--- config.mk ---
export PLATFORM = sky130hd
export DESIGN_NAME = buffer0_read_ctrl
export DESIGN_NICKNAME = d
export VERILOG_FILES = /design/src/rtl/buffer0_pkg.sv /design/src/rtl/buffer0_sideband_pipe.sv /design/src/rtl/buffer0_read_ctrl.sv
export SDC_FILE = /design/constraint.sdc
export NUM_CORES = 1
export LEC_CHECK = 0
export CAP_MARGIN = 20
export CELL_PAD_IN_SITES_DETAIL_PLACEMENT = 1
export CELL_PAD_IN_SITES_GLOBAL_PLACEMENT = 1
export CORE_MARGIN = 2
export CORE_UTILIZATION = 39
export DETAILED_ROUTE_END_ITERATION = 12
export GPL_TIMING_DRIVEN = 0
export PLACE_DENSITY_LB_ADDON = 0.2
export SLEW_MARGIN = 10
export SYNTH_ARGS = -nofsm -noshare
export SYNTH_HDL_FRONTEND = slang
export SYNTH_SLANG_ARGS = --single-unit
--- constraint.sdc ---
create_clock -name clk -period 2.83 [get_ports clk]
set_input_delay 0.283 -clock clk [delete_from_list [all_inputs] [get_ports clk]]
set_output_delay 0.283 -clock clk [all_outputs]
set_load 0.03 [all_outputs]
--- src/rtl/buffer0_pkg.sv ---
// Shared types and default geometry for the buffer0 read sequencer
// (Qn x KnT bridge buffer between linear projection and the systolic core).
package buffer0_pkg;

    typedef enum logic [2:0] {
        IDLE,
        WAIT_FILL,
        STREAM,
        DRAIN,
        DONE
    } state_t;

    localparam int unsigned ROW_SIZE_MAT_C_B0 = 2;
    localparam int unsigned COL_SIZE_MAT_C_B0 = 2;
    localparam int unsigned MAX_FLAG_B0       = ROW_SIZE_MAT_C_B0 * COL_SIZE_MAT_C_B0;
    localparam int unsigned K_STEPS_B0        = 4;
    localparam int unsigned ADDR_WIDTH_W0_B0  = $clog2(ROW_SIZE_MAT_C_B0 * K_STEPS_B0);
    localparam int unsigned ADDR_WIDTH_N0_B0  = $clog2(COL_SIZE_MAT_C_B0 * K_STEPS_B0);
    localparam int unsigned FLAG_W_B0         = $clog2(MAX_FLAG_B0 + 1);

endpackage

--- src/rtl/buffer0_sideband_pipe.sv ---
// Fixed-latency shift register that carries {valid, first, last, tile_idx}
// alongside the buffer read so sideband lines up with returned data.
module buffer0_sideband_pipe #(
    parameter int unsigned LAT = 1,
    parameter int unsigned W   = 4
)(
    input  logic         clk,
    input  logic         rst,
    input  logic [W-1:0] din,
    output logic [W-1:0] dout
);

    logic [W-1:0] stage [LAT];

    always_ff @(posedge clk) begin
        if (rst) begin
            for (int i = 0; i < int'(LAT); i++) stage[i] <= '0;
        end else begin
            stage[0] <= din;
            for (int i = 1; i < int'(LAT); i++) stage[i] <= stage[i-1];
        end
    end

    assign dout = stage[LAT-1];

endmodule

--- src/rtl/buffer0_read_ctrl.sv ---
// Paired west/north read sequencer for the buffer0 bridge; tags each beat with
// tile sideband. Optional stall counter under BUFFER0_CTRL_PERF_EN.
module buffer0_read_ctrl
    import buffer0_pkg::*;
#(
    parameter int unsigned ROW_TILES     = ROW_SIZE_MAT_C_B0,
    parameter int unsigned COL_TILES     = COL_SIZE_MAT_C_B0,
    parameter int unsigned K_STEPS       = K_STEPS_B0,
    parameter int unsigned ADDR_WIDTH_W0 = $clog2(ROW_TILES * K_STEPS),
    parameter int unsigned ADDR_WIDTH_N0 = $clog2(COL_TILES * K_STEPS),
    parameter int unsigned RD_LATENCY    = 1,
    parameter int unsigned FLAG_W        = $clog2(ROW_TILES * COL_TILES + 1)
)(
    input  logic                     clk,
    input  logic                     rst,
    input  logic                     start,
    input  logic                     w_fill_done,
    input  logic                     n_fill_done,
    input  logic                     out_ready,
    output logic                     en_w0,
    output logic [ADDR_WIDTH_W0-1:0] addr_w0,
    output logic                     en_n0,
    output logic [ADDR_WIDTH_N0-1:0] addr_n0,
    output logic                     beat_valid,
    output logic                     beat_first,
    output logic                     beat_last,
    output logic [FLAG_W-1:0]        tile_idx,
    output logic [FLAG_W-1:0]        flag_count,
    output logic                     busy,
`ifdef BUFFER0_CTRL_PERF_EN
    output logic [31:0]              stall_cycles,
`endif
    output logic                     done
);

    localparam int unsigned KW = (K_STEPS > 1) ? $clog2(K_STEPS) : 1;
    localparam int unsigned CW = (COL_TILES > 1) ? $clog2(COL_TILES) : 1;
    localparam int unsigned RW = (ROW_TILES > 1) ? $clog2(ROW_TILES) : 1;
    localparam int unsigned DW = $clog2(RD_LATENCY + 1);
    localparam int unsigned SW = FLAG_W + 3;

    state_t            state, state_next;
    logic              issue;
    logic              w_ok, n_ok;
    logic [KW-1:0]     k;
    logic [CW-1:0]     col;
    logic [RW-1:0]     row;
    logic [DW-1:0]     drain_cnt;
    logic              first_q, last_q;
    logic [FLAG_W-1:0] tile_q;
    logic [SW-1:0]     sb_in, sb_out;
    logic              k_wrap, col_wrap, row_wrap;

    assign k_wrap   = (k == KW'(K_STEPS - 1));
    assign col_wrap = (col == CW'(COL_TILES - 1));
    assign row_wrap = (row == RW'(ROW_TILES - 1));

    always_ff @(posedge clk) begin
        if (rst) state <= IDLE;
        else     state <= state_next;
    end

    // A fill pulse arriving in the same cycle counts as already filled.
    always_comb begin
        state_next = state;
        issue      = 1'b0;
        case (state)
            IDLE:      if (start) state_next = WAIT_FILL;
            WAIT_FILL: if ((w_ok || w_fill_done) && (n_ok || n_fill_done)) state_next = STREAM;
            STREAM: begin
                if (out_ready) begin
                    issue = 1'b1;
                    if (row_wrap && col_wrap && k_wrap) state_next = DRAIN;
                end
            end
            DRAIN:     if (drain_cnt == DW'(RD_LATENCY)) state_next = DONE;
            DONE:      state_next = IDLE;
            default:   state_next = IDLE;
        endcase
    end

    always_ff @(posedge clk) begin
        if (rst) begin
            en_w0      <= 1'b0;
            en_n0      <= 1'b0;
            addr_w0    <= '0;
            addr_n0    <= '0;
            first_q    <= 1'b0;
            last_q     <= 1'b0;
            tile_q     <= '0;
            k          <= '0;
            col        <= '0;
            row        <= '0;
            flag_count <= '0;
            w_ok       <= 1'b0;
            n_ok       <= 1'b0;
            drain_cnt  <= '0;
            busy       <= 1'b0;
            done       <= 1'b0;
        end else begin
            en_w0     <= issue;
            en_n0     <= issue;
            busy      <= (state_next != IDLE);
            done      <= (state_next == DONE);
            drain_cnt <= (state == DRAIN) ? drain_cnt + DW'(1) : '0;

            if (state_next == DONE) begin
                w_ok <= 1'b0;
                n_ok <= 1'b0;
            end else begin
                if (w_fill_done) w_ok <= 1'b1;
                if (n_fill_done) n_ok <= 1'b1;
            end

            if (state == IDLE && start) begin
                flag_count <= '0;
                k          <= '0;
                col        <= '0;
                row        <= '0;
            end

            // Inner dimension innermost, then output column, then output row.
            if (issue) begin
                addr_w0 <= ADDR_WIDTH_W0'(row * K_STEPS + k);
                addr_n0 <= ADDR_WIDTH_N0'(col * K_STEPS + k);
                first_q <= (k == '0);
                last_q  <= k_wrap;
                tile_q  <= FLAG_W'(row * COL_TILES + col);
                if (k_wrap) begin
                    k          <= '0;
                    flag_count <= flag_count + FLAG_W'(1);
                    if (col_wrap) begin
                        col <= '0;
                        row <= row_wrap ? '0 : row + RW'(1);
                    end else begin
                        col <= col + CW'(1);
                    end
                end else begin
                    k <= k + KW'(1);
                end
            end
        end
    end

`ifdef BUFFER0_CTRL_PERF_EN
    always_ff @(posedge clk) begin
        if (rst) begin
            stall_cycles <= '0;
        end else if (state == IDLE && start) begin
            stall_cycles <= '0;
        end else if (state == STREAM && !out_ready && stall_cycles != '1) begin
            stall_cycles <= stall_cycles + 32'd1;
        end
    end
`endif

    // Sideband is zeroed on idle cycles so it only ever describes a real beat.
    assign sb_in = {en_w0, en_w0 & first_q, en_w0 & last_q, en_w0 ? tile_q : FLAG_W'(0)};

    buffer0_sideband_pipe #(
        .LAT (RD_LATENCY),
        .W   (SW)
    ) u_sideband_pipe (
        .clk  (clk),
        .rst  (rst),
        .din  (sb_in),
        .dout (sb_out)
    );

    assign {beat_valid, beat_first, beat_last, tile_idx} = sb_out;

endmodule

---- After elaboration in Yosys (flattened, before gate mapping) ----
Memory sizes are Yosys's and may differ from the RTL's.
Index checks and enable logic that the tools add are counted.
storage, ports and cells
  register bits ........................... 27
  RAM bits ................................ 6
  input port bits ......................... 6
  output and inout bits ................... 19
  word-level logic and storage cells ...... 75
  memories kept ........................... 1
cells by class
  add/sub/neg operators ................... 8
  equal/unequal tests ..................... 5
  mux-type cells .......................... 29
  bitwise gates (word level) .............. 3
  reduce and logical (&&, ||, !) cells .... 13
memories
  memory                 depth  bits a word  rd ports  clocked after memory_dff  write ports  RTL line                     source
  u_sideband_pipe.stage  1      6            1         0                         1            buffer0_sideband_pipe.sv:13  logic [W-1:0] stage [LAT];
operators with widths
  operator             number
  $mux 3               9
  $mux 1               15
  $pmux 3 s4           1
  $add 3x2->3          2
  $eq 3x2->1 const B   2
  $mux 2               3
  $mux 6               1
  $reduce_or 6->1      1
  $logic_and 1x1->1    4
  $reduce_or 2->1      2
  $add 1x1->1 const B  3
  $add 2x1->3          1
  $add 3x1->3 const B  1
  $eq 3x1->1 const B   1
  $eq 3x3->1 const B   1
  $logic_not 3->1      1
  $reduce_bool 3->1    1
  $add 2x1->2 const B  1
  $and 1x1->1          2
  $eq 2x2->1 const B   1
  $logic_not 2->1      1
  $logic_or 1x1->1     2
  $reduce_bool 2->1    1
  $not 1->1            1

---- Depth between registers and ports, before layout ----
Gate-level depths: netlist of the first run.
  word-level depth ........................ 7
  mapped depth ............................ 5
  mapped depth without buffers ............ 4

---- By module ----
A second synthesis of the first run with hierarchy kept.
second synthesis, totals
  cell total of the unflattened synthesis .. 122
  area total of the unflattened synthesis .. 1147.4 um^2
by module, submodules not included
  module                 times used  cells an instance  area an instance (um^2)  sequential area each (um^2)
  buffer0_read_ctrl      1           110                989.7                    440.4
  buffer0_sideband_pipe  1           12                 157.7                    120.1

---- Least setup slack after synthesis of the first run ----
No wires, ideal clock.
  path kind ............................... register -> register
  start ................................... register k[0]
  end ..................................... register flag_count[2]
  library setup time ...................... 0.088 ns
  arrival ................................. 1.292 ns
  required time ........................... 2.742 ns
  slack ................................... 1.450 ns
  stages on the path, launching flop included .. 5
  path buffers ............................ 0
  period minus slack after synthesis ...... 1.380 ns
  cell sequence ........................... dfxtp_1 -> ha_1 -> inv_1 -> or3_1 -> a311oi_2
between the ends
  longest elaborated chain between the ends .. 3
RTL lines
  element                   RTL line                  source
  start: declaration        buffer0_read_ctrl.sv:45   logic [KW-1:0] k;
  start signal: assignment  buffer0_read_ctrl.sv:139  k <= k + KW'(1);
  $eq 2x2->1                buffer0_read_ctrl.sv:54   assign k_wrap = (k == KW'(K_STEPS - 1));
  via k_wrap                buffer0_read_ctrl.sv:52   logic k_wrap, col_wrap, row_wrap;
  $mux 3                    buffer0_read_ctrl.sv:129  if (k_wrap) begin
  $mux 3                    buffer0_read_ctrl.sv:123  if (issue) begin
  end signal: assignment    buffer0_read_ctrl.sv:131  flag_count <= flag_count + FLAG_W'(1);
  end: declaration          buffer0_read_ctrl.sv:28   output logic [FLAG_W-1:0] flag_count,
The timed path passes the listed nets, and every way through them passes these cells.
A chain may end at the register's enable or synchronous reset.

---- Worst setup path in the final report of the first run ----
  start ................................... register addr_w0[0]
  end ..................................... output addr_w0[0]
RTL lines
  element                   RTL line                  source
  start: declaration        buffer0_read_ctrl.sv:21   output logic [ADDR_WIDTH_W0-1:0] addr_w0,
  start signal: assignment  buffer0_read_ctrl.sv:124  addr_w0 <= ADDR_WIDTH_W0'(row * K_STEPS + k);
No word-level cell between the ends.

==> run summary, run 1 <==
M2 GR Usage - 26.1%
Post-synth EDFFs - 0
CP cell instances - buf_4 > clkdlybuf4s50_1
fin. max-slew vios - 0
WL/cell - 13.3 microns
grt met3 use - 2.72%
# DRC - 0
vias in the first global route - 911
Initial Util - 40.7%
Final period util - 61.8%
Tmin final - 1750 ps
unrepaired setup endpoints after global routing - false
Mapped Area - 1100 sq um
busiest grt layer - met2
most common cell after layout, fill and taps aside - dfxtp_1
Clk pin slew, worst setup/hold paths - 150 ps
Global Route Usage Sum - 15.9%
final setup TNS - 0 ps
drt first pass iters - 4
Worst IR Drop VDD - 0.000266 V
worst stage delay on the critical path - 650 ps
syn nets - 127
cells after synthesis - 118
setup repair bufs after CTS - 0
vias after detailed routing - 911
Top FF cell, synth - dfxtp_1
first-pass GRT wire length - 4010 microns
Post-synth ARST share - 0%
Hold Crit Class - flip-flop to flip-flop
ANT cells - 0
io pins - 25
critical path's top delay family - buffers and inverters
total clock buffers created by CTS - 3
Die Ht - 57.2 microns
root buffer cell - clkbuf_4
Routed WL - 2350 microns
Syn-to-layout area delta - 27.1%
clk buf depth - 2
startpoint types - flip-flop
CP Max Fanout - 3
Synth Area per Inst - 9.35 sq um
post_cts resized - 0
largest net degree at the start of global routing - 17
CP Capture Type - output port
post-synth top area share - 49.0%
vias per cell - 5.18
initial antenna violation count - 0
Critical Path Slowest Stage Cell - clkdlybuf4s50_1
layout cells sized above 1 - 13.8%
met1 usage - 20.6%
Clock Skews - 2.13 ps
number of DRC markers in iteration 0 - 14
Synth cell types - 34
Seq cells post-synth - 27
row count - 19
Die Wd - 57.2 microns
Req. time, crit path - 2550 ps
Post-DP HPWL - 1700 microns
# port buffers - 23
Clock H-tree levels - 1
sequential cell area fraction in the yosys report - 49.0%
Hold-fix buffers, CTS - 0
clk_lat worst skew - 330 ps
# clock sinks - 27
leakage power - 0.500 nW
Nets - 155
worst path bufs/invs - 2
die area - 3270 sq um
Worst EP arrival - 1470 ps
kind of critical path - flip-flop to output port
CTS tree - yes
Detail Route Antenna Nets - 0
final setup violation count - 0
overflow left after global routing - 0
Core Util, Final - 51.8%
status - finished clean
global placer's final weighted congestion - 0.737
Power Density - 452 nW/um^2
max frequency - 572 MHz
Fin. Hold Viols - 0
Max Cap Viol - 0
Warnings, synthesis - 0
most frequent cells in the layout - 27 x dfxtp_1, 23 x clkdlybuf4s50_1, 15 x nand2_1
core area - 2710 sq um
largest area contributor in the netlist - dfxtp_1
Synth area leaders - dfxtp_1 49%, nand2_1 5.1%, a21oi_1 4.5%
## report_power, final
group	switching (mW)	internal [mW]	total [mW]
clock network	0.120	0.0542	0.174
registers	0.00273	0.388	0.391
logic	0.0376	0.0315	0.0691
## cell usage after synthesis, types with 3 or more instances
library cell and number:
nor3_1 5, inv_1 4, nand2b_1 4, nand3_1 6, buf_4 4, and2_1 4, nand2_1 15, ha_1 3
nor2_1 5, dfxtp_1 27, buf_2 4, a21oi_1 10
## per-layer routing
metal / vias up / part of all wire, % / wire (microns)
li1: 454 / - / -
met1: 433 / 47 / 1100
met2: 19 / 47 / 1110
met3: 5 / 3.9 / 91
met4: 0 / 2.1 / 49
met5: - / 0 / 0
## sequential cells by signal, summed over array words and instances, names as in the netlist
signal,count
u_sideband_pipe.stage,5
addr_w0,3
flag_count,3
state,3
k,2
busy,1
col,1
done,1
drain_cnt,1
en_n0,1
first_q,1
last_q,1
n_ok,1
row,1
tile_q,1
w_ok,1
## metrics by stage
| stage | power, mW | worst slack, ps | cell area, sq um | cells | hold WS (ps) |
|---|---|---|---|---|---|
| 2_1_floorplan | 0.445 | 1450 | 1100 | 118 | 384 |
| 3_5_place_dp | 0.468 | 887 | 1370 | 172 | 450 |
| 6_report | 0.634 | 1080 | 1400 | 176 | 463 |
| 5_1_grt | 0.665 | 1000 | 1400 | 176 | 491 |
| 3_3_place_gp | 0.465 | 920 | 1370 | 172 | 442 |
| 4_1_cts | 0.642 | 1060 | 1400 | 176 | 470 |
## tightest hold or removal path, stage by stage (launching register included)
cell and delay [ps]:
dfxtp_1 330, nand2_1 50, a21oi_1 50
## logic make-up (layout without fill, tap and decap cells)
family                   after synthesis  count (layout)  synth area share (%)
AO/OA/AOI/OAI                         23              23                  14.3
adder cells (fa/ha/maj)                3               3                  3.40
buffers and inverters                 15              42                  7.60
flip-flops                            27              27                  49.0
other                                  1               1                 0.340
AND/OR/NAND/NOR                       49              49                  25.4
## worst paths after layout
path              startpoint             to  slack [ps]  cells after the start
setup / recovery  addr_w0[0]     addr_w0[0]        1080                      2
hold / removal       first_q        first_q         460                      2
setup reg to reg        k[1]  flag_count[2]        1230                      4
hold reg to reg      first_q        first_q         460                      2
## area by class of cell
type	instances	area, sq um
Buffer	11	68.8
Clock buffer	3	22.5
Clock inverter	1	7.51
Fill cell	327	1310
Inverter	4	15.0
Multi-Input combinational cell	76	479
Sequential cell	27	541
Tap cell	31	38.8
Timing Repair Buffer	23	230
Note: power is estimated with default switching activity, not from simulation.
==> run 2, diff against run 1 <==
CORE_UTILIZATION = 33   (was 39)
clock period = 1.55 ns   (was 2.83 ns; I/O delays follow)
==> run 2 against run 1 <==
Effect of this change:
- worst setup slack worse by 1000 ps
- first-iteration DRC count is 7.1% higher
- non-clock buffer count stayed put
- worst hold slack worse by 42 ps
- wire length is 1.0% lower
- final cell count is 7.4% higher
- register-to-register slack worse by 1100 ps
- sequential share of layout area is 0.79 points lower
- count of clock-buffer cells in the layout is 1 higher
- via count is 0.66% lower
- clock power is 73% higher
- critical path depth is 1 lower
- largest cell class unchanged
- largest power group unchanged
==> run summary, run 2 (synthesis gave the netlist of run 1 again) <==
final setup margin - 81.0 ps (was 1080 ps)
max FFs per register - 5 (unchanged)
max frequency - 681 MHz
Fin. Hold Viols - 0 (unchanged)
worst reg-to-reg setup slack - 110 ps (was 1230 ps)
final hold slack - 421 ps (was 463 ps)
Internal - 866 uW (was 473 uW)
Die Wd - 61.8 microns (was 57.2 microns)
# port buffers - 23 (unchanged)
RR Endpoint - flag_count[2] (unchanged)
# clock sinks - 27 (unchanged)
Nets - 155 (unchanged)
Gate power share - 11.0% (was 10.9%)
final setup violation count - 0 (unchanged)
io pins - 25 (unchanged)
most frequent cells in the layout - 26 x dfxtp_1, 15 x nand2_1, 12 x clkdlybuf4s50_1 (was 27 x dfxtp_1, 23 x clkdlybuf4s50_1, 15 x nand2_1)
global placer's final weighted congestion - 0.732 (was 0.737)
vias in the first global route - 861 (was 911)
total power - 1.14 mW (was 634 uW)
WL/cell - 12.3 microns (was 13.3 microns)
Worst EP arrival - 1310 ps (was 1470 ps)
sw power - 274 uW (was 160 uW)
first-pass GRT wire length - 3720 microns (was 4010 microns)
core area - 3130 sq um (was 2710 sq um)
CTS tree - yes (unchanged)
Max Cap Viol - 0 (unchanged)
Place WS - -284 ps (was 887 ps)
clk_lat worst skew - 320 ps (was 330 ps)
CP Capture Type - output port (unchanged)
number of DRC markers in iteration 0 - 15 (was 14)
setup repair bufs after CTS - 0 (unchanged)
# DRC - 0 (unchanged)
Final period util - 94.8%
Hold Crit Class - primary input to flip-flop (was flip-flop to flip-flop)
leakage power - 0.624 nW (was 0.500 nW)
critical path's top delay family - buffers and inverters (unchanged)
total clock buffers created by CTS - 3 (unchanged)
Critical R2R Launch - k[1] (unchanged)
Placed Cells - 185 (was 172)
sequential share of power - 62.6% (was 61.6%)
Final Cell Area - 1440 sq um (was 1400 sq um)
final setup TNS - 0 ps (unchanged)
Req. time, crit path - 1390 ps (was 2550 ps)
die area - 3820 sq um (was 3270 sq um)
layout cells sized above 1 - 15.2% (was 13.8%)
Global Route Usage Sum - 13.2% (was 15.9%)
Routed WL - 2320 microns (was 2350 microns)
Hold Path Sink - n_ok (was first_q)
Power Density - 794 nW/um^2 (was 452 nW/um^2)
Switching Fraction - 24.0% (was 25.3%)
vias per cell - 4.79 (was 5.18)
initial antenna violation count - 0 (unchanged)
final std cells w/o fill - 189 (was 176)
drt first pass iters - 4 (unchanged)
Reg with most FFs - u_sideband_pipe.stage (unchanged)
CP Max Fanout - 1 (was 3)
hold depth - 3 (was 2)
largest net degree at the start of global routing - 15 (was 17)
Initial Util - 35.3% (was 40.7%)
Tmin final - 1470 ps
Clock H-tree levels - 1 (unchanged)
most common cell after layout, fill and taps aside - dfxtp_1 (unchanged)
Die Ht - 61.8 microns (was 57.2 microns)
status - finished clean (unchanged)
cells on worst reg2reg path - 4 (unchanged)
worst path bufs/invs - 1 (was 2)
Post-DP HPWL - 1720 microns (was 1700 microns)
overflow left after global routing - 0 (unchanged)
Syn-to-layout area delta - 30.0% (was 27.1%)
root buffer cell - clkbuf_4 (unchanged)
kind of critical path - flip-flop to output port (unchanged)
Placed Area - 1390 sq um (was 1370 sq um)
Clk network pwr share - 26.4% (was 27.5%)
worst stage delay on the critical path - 660 ps (was 650 ps)
Core Util, Final - 45.9% (was 51.8%)
clk buf depth - 2 (unchanged)
Clock Skews - 4.56 ps (was 2.13 ps)
Critical Path Slowest Stage Cell - clkdlybuf4s50_1 (unchanged)
CP cell instances - clkdlybuf4s50_1 (was buf_4 > clkdlybuf4s50_1)
Clk pin slew, worst setup/hold paths - 140 ps (was 150 ps)
fin. max-slew vios - 0 (unchanged)
Worst IR Drop VDD - 0.000329 V (was 0.000266 V)
Detail Route Antenna Nets - 0 (unchanged)
hold_sp - n_fill_done (was first_q)
startpoint types - flip-flop (unchanged)
ANT cells - 0 (unchanged)
row count - 20 (was 19)
vias after detailed routing - 905 (was 911)
unrepaired setup endpoints after global routing - false (unchanged)
-- run 2: what timing repair did --
action,4_1_cts,5_1_grt
hold endpoints to repair,0,0
setup endpoints to repair,7,13
hold buffers,0,0
gates resized for setup,7,8
-- run 2: worst max-delay path by stage --
stage / startpoint / end / slack (ps) / cells after the start
after floorplan: k[0] / flag_count[2] / 170 / 4
after global placement: rst / en_n0 / -280 / 4
after detailed placement: rst / last_q / -280 / 4
after CTS: addr_w0[2] / addr_w0[2] / 3 / 1
after global routing: u_sideband_pipe.stage[0][3] / beat_last / 7 / 1
final: busy / busy / 80 / 1
-- run 2: worst reg2reg max path: cells and delay by family (launching register included) --
family                   cells  cell delay [ps]
AND/OR/NAND/NOR              1              390
buffers and inverters        1               90
flip-flops                   1              440
AO/OA/AOI/OAI                1              250
adder cells (fa/ha/maj)      1              200
-- run 2: area by class of cell --
type / instances / area [sq um]
clock buffers: 4 / 26.3
flip-flops and latches: 27 / 542
plain buffers: 11 / 70.1
well taps: 44 / 55.1
fillers: 372 / 1690
repair buffers: 23 / 235
multi-input cells: 76 / 492
inverters: 4 / 15.0
-- run 2: power by group through the flow --
stage | Clock, mW | Combinational, mW | Sequential, mW
2_1_floorplan | 0 | 0.0788 | 0.734
6_report | 0.301 | 0.125 | 0.714
4_1_cts | 0.318 | 0.127 | 0.714
3_5_place_dp | 0 | 0.127 | 0.729
3_3_place_gp | 0 | 0.124 | 0.728
5_1_grt | 0.352 | 0.138 | 0.716
-- run 2: per-layer routing --
metal	vias up	global-route usage [%]	share of wire (%)
met4	0	4.56	1.3
li1	457	-	-
met2	17	23.9	52
met3	5	2.48	3.1
met1	426	15.5	43
met5	-	0	0
==> run 3, diff against run 2 <==
ABC_CLOCK_PERIOD_IN_PS = 1550   (was unset)
CTS_CLUSTER_DIAMETER = 120   (was unset)
==> results of run 3 <==
No change in the layout: final DEF, timing and power equal those of run 2.
